**src/rtl/mult_pkg.sv**
```systemverilog
// rtl/mult_pkg.sv - shared FSM encoding and timing constants for the sequential multiplier
package mult_pkg;

  typedef enum logic [2:0] {
    IDLE   = 3'd0,
    NEG_A  = 3'd1,
    NEG_B  = 3'd2,
    MUL    = 3'd3,
    FIX_LO = 3'd4,
    FIX_HI = 3'd5,
    DONE   = 3'd6
  } mult_state_e;

  localparam int MUL_ITERS = 32;

  // Edges from the start-sampling edge to the cycle where done is high
  localparam int LAT_U = 33;
  localparam int LAT_S = 37;

endpackage

```
**src/rtl/adder_32bits.sv**
```systemverilog
// rtl/adder_32bits.sv - 32-bit ripple adder with carry in and carry out
module adder_32bits (
  input  logic [31:0] a,
  input  logic [31:0] b,
  input  logic        ci,
  output logic [31:0] s,
  output logic        co
);

  assign {co, s} = {1'b0, a} + {1'b0, b} + {32'd0, ci};

endmodule

```
**src/rtl/mult_seq_ctrl.sv**
```systemverilog
// rtl/mult_seq_ctrl.sv - multi-cycle MULT/MULTU unit built around one shared 32-bit adder
module mult_seq_ctrl
  import mult_pkg::*;
#(
  parameter bit SIGNED_EN = 1'b1
) (
  input  logic        clk,
  input  logic        rst_n,
  input  logic        start,
  input  logic        is_signed,
  input  logic [31:0] op_a,
  input  logic [31:0] op_b,
  input  logic        flush,
  output logic        busy,
  output logic        done,
  output logic [31:0] hi,
  output logic [31:0] lo
);

  mult_state_e state_q;
  logic [31:0] mcand_q;
  logic [31:0] p_hi_q;
  logic [31:0] p_lo_q;
  logic [5:0]  cnt_q;
  logic        neg_res_q;
  logic        sgn_q;
  logic        cfix_q;
  logic        busy_q;
  logic        done_q;
  logic [31:0] hi_q;
  logic [31:0] lo_q;

  logic [31:0] add_a;
  logic [31:0] add_b;
  logic        add_ci;
  logic [31:0] add_s;
  logic        add_co;

  logic [31:0] p_hi_d;
  logic [31:0] p_lo_d;
  logic        sgn_d;

  assign sgn_d = is_signed & SIGNED_EN;

  // Steer the single adder: two's-complement negation passes, shift-add accumulate, sign fix
  always_comb begin
    add_a  = '0;
    add_b  = '0;
    add_ci = 1'b0;
    case (state_q)
      NEG_A: begin
        add_a  = ~mcand_q;
        add_ci = 1'b1;
      end
      NEG_B: begin
        add_a  = ~p_lo_q;
        add_ci = 1'b1;
      end
      MUL: begin
        add_a = p_hi_q;
        add_b = p_lo_q[0] ? mcand_q : 32'd0;
      end
      FIX_LO: begin
        add_a  = ~p_lo_q;
        add_ci = 1'b1;
      end
      FIX_HI: begin
        add_a  = ~p_hi_q;
        add_ci = cfix_q;
      end
      default: begin
        add_a  = '0;
        add_b  = '0;
        add_ci = 1'b0;
      end
    endcase
  end

  adder_32bits u_adder (
    .a  (add_a),
    .b  (add_b),
    .ci (add_ci),
    .s  (add_s),
    .co (add_co)
  );

  // One radix-2 step: the partial sum with its carry shifts right into the product pair
  assign {p_hi_d, p_lo_d} = {add_co, add_s, p_lo_q[31:1]};

  // Sequencer and datapath registers; flush outranks everything except reset
  always_ff @(posedge clk or negedge rst_n) begin
    if (!rst_n) begin
      state_q   <= IDLE;
      mcand_q   <= '0;
      p_hi_q    <= '0;
      p_lo_q    <= '0;
      cnt_q     <= '0;
      neg_res_q <= 1'b0;
      sgn_q     <= 1'b0;
      cfix_q    <= 1'b0;
      busy_q    <= 1'b0;
      done_q    <= 1'b0;
      hi_q      <= '0;
      lo_q      <= '0;
    end else begin
      done_q <= 1'b0;
      if (flush) begin
        state_q <= IDLE;
        busy_q  <= 1'b0;
      end else begin
        case (state_q)
          IDLE: begin
            if (start) begin
              mcand_q   <= op_a;
              p_lo_q    <= op_b;
              p_hi_q    <= '0;
              cnt_q     <= '0;
              cfix_q    <= 1'b0;
              sgn_q     <= sgn_d;
              neg_res_q <= sgn_d & (op_a[31] ^ op_b[31]);
              busy_q    <= 1'b1;
              state_q   <= sgn_d ? NEG_A : MUL;
            end
          end
          NEG_A: begin
            if (mcand_q[31]) mcand_q <= add_s;
            state_q <= NEG_B;
          end
          NEG_B: begin
            if (p_lo_q[31]) p_lo_q <= add_s;
            state_q <= MUL;
          end
          MUL: begin
            p_hi_q <= p_hi_d;
            p_lo_q <= p_lo_d;
            cnt_q  <= cnt_q + 6'd1;
            if (cnt_q == 6'(MUL_ITERS - 1)) begin
              if (sgn_q) begin
                state_q <= FIX_LO;
              end else begin
                state_q <= DONE;
                done_q  <= 1'b1;
                hi_q    <= p_hi_d;
                lo_q    <= p_lo_d;
              end
            end
          end
          FIX_LO: begin
            if (neg_res_q) begin
              p_lo_q <= add_s;
              cfix_q <= add_co;
            end else begin
              cfix_q <= 1'b0;
            end
            state_q <= FIX_HI;
          end
          FIX_HI: begin
            hi_q    <= neg_res_q ? add_s : p_hi_q;
            lo_q    <= p_lo_q;
            done_q  <= 1'b1;
            state_q <= DONE;
          end
          DONE: begin
            busy_q  <= 1'b0;
            state_q <= IDLE;
          end
          default: begin
            busy_q  <= 1'b0;
            state_q <= IDLE;
          end
        endcase
      end
    end
  end

  assign busy = busy_q;
  assign done = done_q;
  assign hi   = hi_q;
  assign lo   = lo_q;

endmodule

```
**config.mk**
```make
export PLATFORM = sky130hd
export DESIGN_NAME = mult_seq_ctrl
export DESIGN_NICKNAME = d
export VERILOG_FILES = /design/src/rtl/mult_pkg.sv /design/src/rtl/adder_32bits.sv /design/src/rtl/mult_seq_ctrl.sv
export SDC_FILE = /design/constraint.sdc
export NUM_CORES = 1
export LEC_CHECK = 0
export ABC_AREA = 1
export CORE_MARGIN = 1
export CORE_UTILIZATION = 55
export CTS_CLUSTER_DIAMETER = 150
export CTS_CLUSTER_SIZE = 40
export DETAILED_ROUTE_END_ITERATION = 7
export HOLD_SLACK_MARGIN = 0.15
export PLACE_DENSITY_LB_ADDON = 0.25
export SYNTH_ARGS = -nofsm -noshare
export SYNTH_HDL_FRONTEND = slang
export SYNTH_SLANG_ARGS = --single-unit
export TNS_END_PERCENT = 1
```
**constraint.sdc**
```tcl
create_clock -name clk -period 9.1 [get_ports clk]
set_clock_uncertainty 0.2 [all_clocks]
set_input_delay 1.82 -clock clk [delete_from_list [all_inputs] [get_ports clk]]
set_output_delay 1.82 -clock clk [all_outputs]
set_load 0.02 [all_outputs]
```
==> impl_results.md <==
* Hold Fails Final Rpt at 0
* Routed length per instance at 19.5 um
* CP Launch Type: register
* RSZ-0062 raised after global routing: no
* Port bufs at 134
* Flops & latches, synth at 174
* Vias/cell at 5.85
* Die Wd at 149 um
* Crit path kind: reg -> reg
* Root Driver: clkbuf_16
* Site row count at 53
* Max Slew Vio Count at 0
* Synth Area in XOR/XNOR at 1.10%
* Simple-gate share of the synthesized area at 28.3%
* P&R area growth vs syn at 16.8%
* Design Power at 4.49 mW
* Setup TNS at 0 ns
* Register Area at 0.00435 mm2
* Post-synth top area cell: dfrtp_1
* Commonest non-fill, non-tap cell in the layout: nand2_1
* IO Pins at 135
* Async set or reset register ratio after synthesis at 100%
* YS warnings at 0
* Die Ht at 149 um
* Crit end category: register
* Synth unique cells at 44
* Combinational family with the most area after synthesis: simple AND/OR/NAND/NOR gates
* Worst hold path depth at 2
* Ranking of synthesized cells by area: dfrtp_1 37%, nand2_1 17%, inv_1 7.7%
* Status: finished clean
* Share of cells above drive strength 1 at 3.85%
* R2R cell count at 19
* Worst slew pin tran at 1.11 ns
* DRC viols at 0
* Antenna violations before repair at 0
* Total length of routed wires at 41800 um
* Synth Area in Adders at 3.70%
* Multi-input gate area at 0.00622 mm2
* Critical path data required time at 9.27 ns
* Final net count at 1960
* CP max FO at 84
* Slowest stage cell, crit path: buf_4
* Via Count at 12500
* Synth Area in Compound Gates at 18.9%
* Detail Route Antenna Nets at 0
* Grt peak-use layer: met2
* Cell Pwr Density at 323 mW/mm2
* Hold-fix buffers at CTS at 0
* Top cell type's share of synthesized area at 36.5%
* Place WS at 4.03 ns
* Worst vdd ir at 0.343 mV
* First-pass GRT wire length at 64700 um
* Max incr delay on CP at 0.70 ns
* Placer Congestion at 0.941
* CTS tree: yes
* Met1 usage at 45.9%
* Vias in the first global route at 12100
* Largest net degree at the start of global routing at 85
* Critical path depth in cells at 19
* Gr ovfl total at 0
* Detailed Place HPWL at 30300 um
* Utilization after layout at 65.8%
* Final worst path period need at 4.95 ns
* Setup violations, final at 0
* Slew margin rel. at 26.2%
* CTS buffer count at 17
* Clk buf depth at 2
* Syn Nets at 1877
* Starting Density at 56.3%
* Initial DRC Count at 1124
* Core ar. at 0.0212 mm2
* ANT cells at 0
* Post-Syn Area at 0.0119 mm2
* Worst min-delay path class: reg -> reg
* Fmax at 202 MHz
* Tcrit/Tclk final at 54.4%
* Post-route setup slack at 4.15 ns
* Share of cell area taken by muxes after synthesis at 0%
* GR Util met2 at 63.6%
* Cells after synthesis at 1774
* Cell family contributing the most delay on the critical path: buffers and inverters
* DRT Pass-1 Iters at 7
* Seq/Total Area, Yosys at 36.5%
* Average cell area after synthesis at 6.72 um2
* Max H-tree Level at 4
* Post_cts resized at 0
* Clock edge transition at the registers on the reported setup and hold paths at 0.08 ns
* Total setup buffers inserted after CTS at 0
* Maxcap violations at 0
* Full die area at 0.0223 mm2
* Critical path arrival at 5.12 ns
* CP Buf/Inv Count at 5
* GRT Total Usage at 38.6%
* Met3 usage at 5.29%
* Most used DFF post-synth: dfrtp_1
* Most frequent cells in the layout: 545 x nand2_1, 246 x inv_1, 174 x dfrtp_1, 151 x nor2_1, 133 x clkdlybuf4s50_1
* FILL cells at 1955
* Clock sinks at 174
* Pleak at 7.01 nW
* Clock Latency Late Sink at 0.46 ns
* Worst path cell trace: inv_2 > nor2_2 > inv_2 > nor2_4 > buf_4 > inv_2 > buf_4 > o21ai_0 > a21oi_1 > o21ai_0 > ha_1 > a21oi_1 > nand2_1 > o21bai_1 > nor2_1 > nand2_1 > nand2_1 > nand3_1 > a22oi_1
* EDFF count, synth at 0
==> state kept, by name (all words and copies together), names as in the netlist <==
signal	cells
lo	32
hi	32
p_hi_q	32
busy	1
state_q	3
cnt_q	6
mcand_q	32
done	1
sgn_q	1
cfix_q	1
p_lo_q	32
neg_res_q	1
==> worst paths after layout <==
kind,end,start,slack [ns]
max in group asynchronous,p_lo_q[28],rst_n,6.34
setup reg to reg,p_lo_q[27],state_q[0],4.15
setup / recovery,p_lo_q[27],state_q[0],4.15
hold reg to reg,busy,busy,0.29
min in group asynchronous,mcand_q[5],rst_n,1.11
hold / removal,busy,busy,0.29
==> routing by layer <==
metal  part of all wire (%)  vias to the layer above
li1                       -                     5925
met1                     38                     5834
met2                     47                      620
met3                    7.0                      162
met4                    7.4                        0
met5                      0                        -
==> synthesized netlist by cell type, types with 17 or more instances <==
library cell and instances:
a211oi_1 28, a21oi_1 107, a22oi_1 53, a31oi_1 38
buf_2 17, clkbuf_1 41, dfrtp_1 174, ha_1 32
inv_1 246, nand2_1 545, nand3_1 111, nor2_1 153
o21ai_0 101
==> worst reg2reg max path, cell delays in order (launching register included) <==
cell	delay, ns
dfrtp_1	0.43
inv_2	0.06
nor2_2	0.11
inv_2	0.08
nor2_4	0.08
buf_4	0.70
inv_2	0.44
buf_4	0.47
o21ai_0	0.42
a21oi_1	0.07
o21ai_0	0.11
ha_1	0.34
a21oi_1	0.23
nand2_1	0.09
o21bai_1	0.15
nor2_1	0.22
nand2_1	0.11
nand2_1	0.20
nand3_1	0.18
a22oi_1	0.17
==> cells by family (layout without fill, tap and decap cells) <==
group                    after synthesis  count (layout)
flip-flops                           174             174
buffers and inverters                338             434
XOR/XNOR                              15              15
AO/OA/AOI/OAI                        376             376
AND/OR/NAND/NOR                      837             837
adder cells (fa/ha/maj)               34              34
==> stage by stage <==
stage	hold slack (ns)	instances	area [um2]
finish	0.286	2145	13900
CTS	0.291	2145	13900
detailed placement	0.269	2113	13300
global route	0.311	2145	13900
floorplan	0.253	1774	11900
global placement	0.268	2113	13300
==> where the power goes <==
group	internal, mW	switching [mW]
combinational	0.772	1.60
sequential	1.08	0.285
clock	0.369	0.378
==> area by class of cell <==
cell class / count / area share (%)
multi-input combinational: 1262 / 44.7
clock inverter: 15 / 1.26
tap: 275 / 2.47
sequential: 174 / 31.3
inverter: 256 / 6.91
clock buffer: 17 / 3.06
timing repair buffer: 146 / 10.3
(Power assumes the default switching activity.)
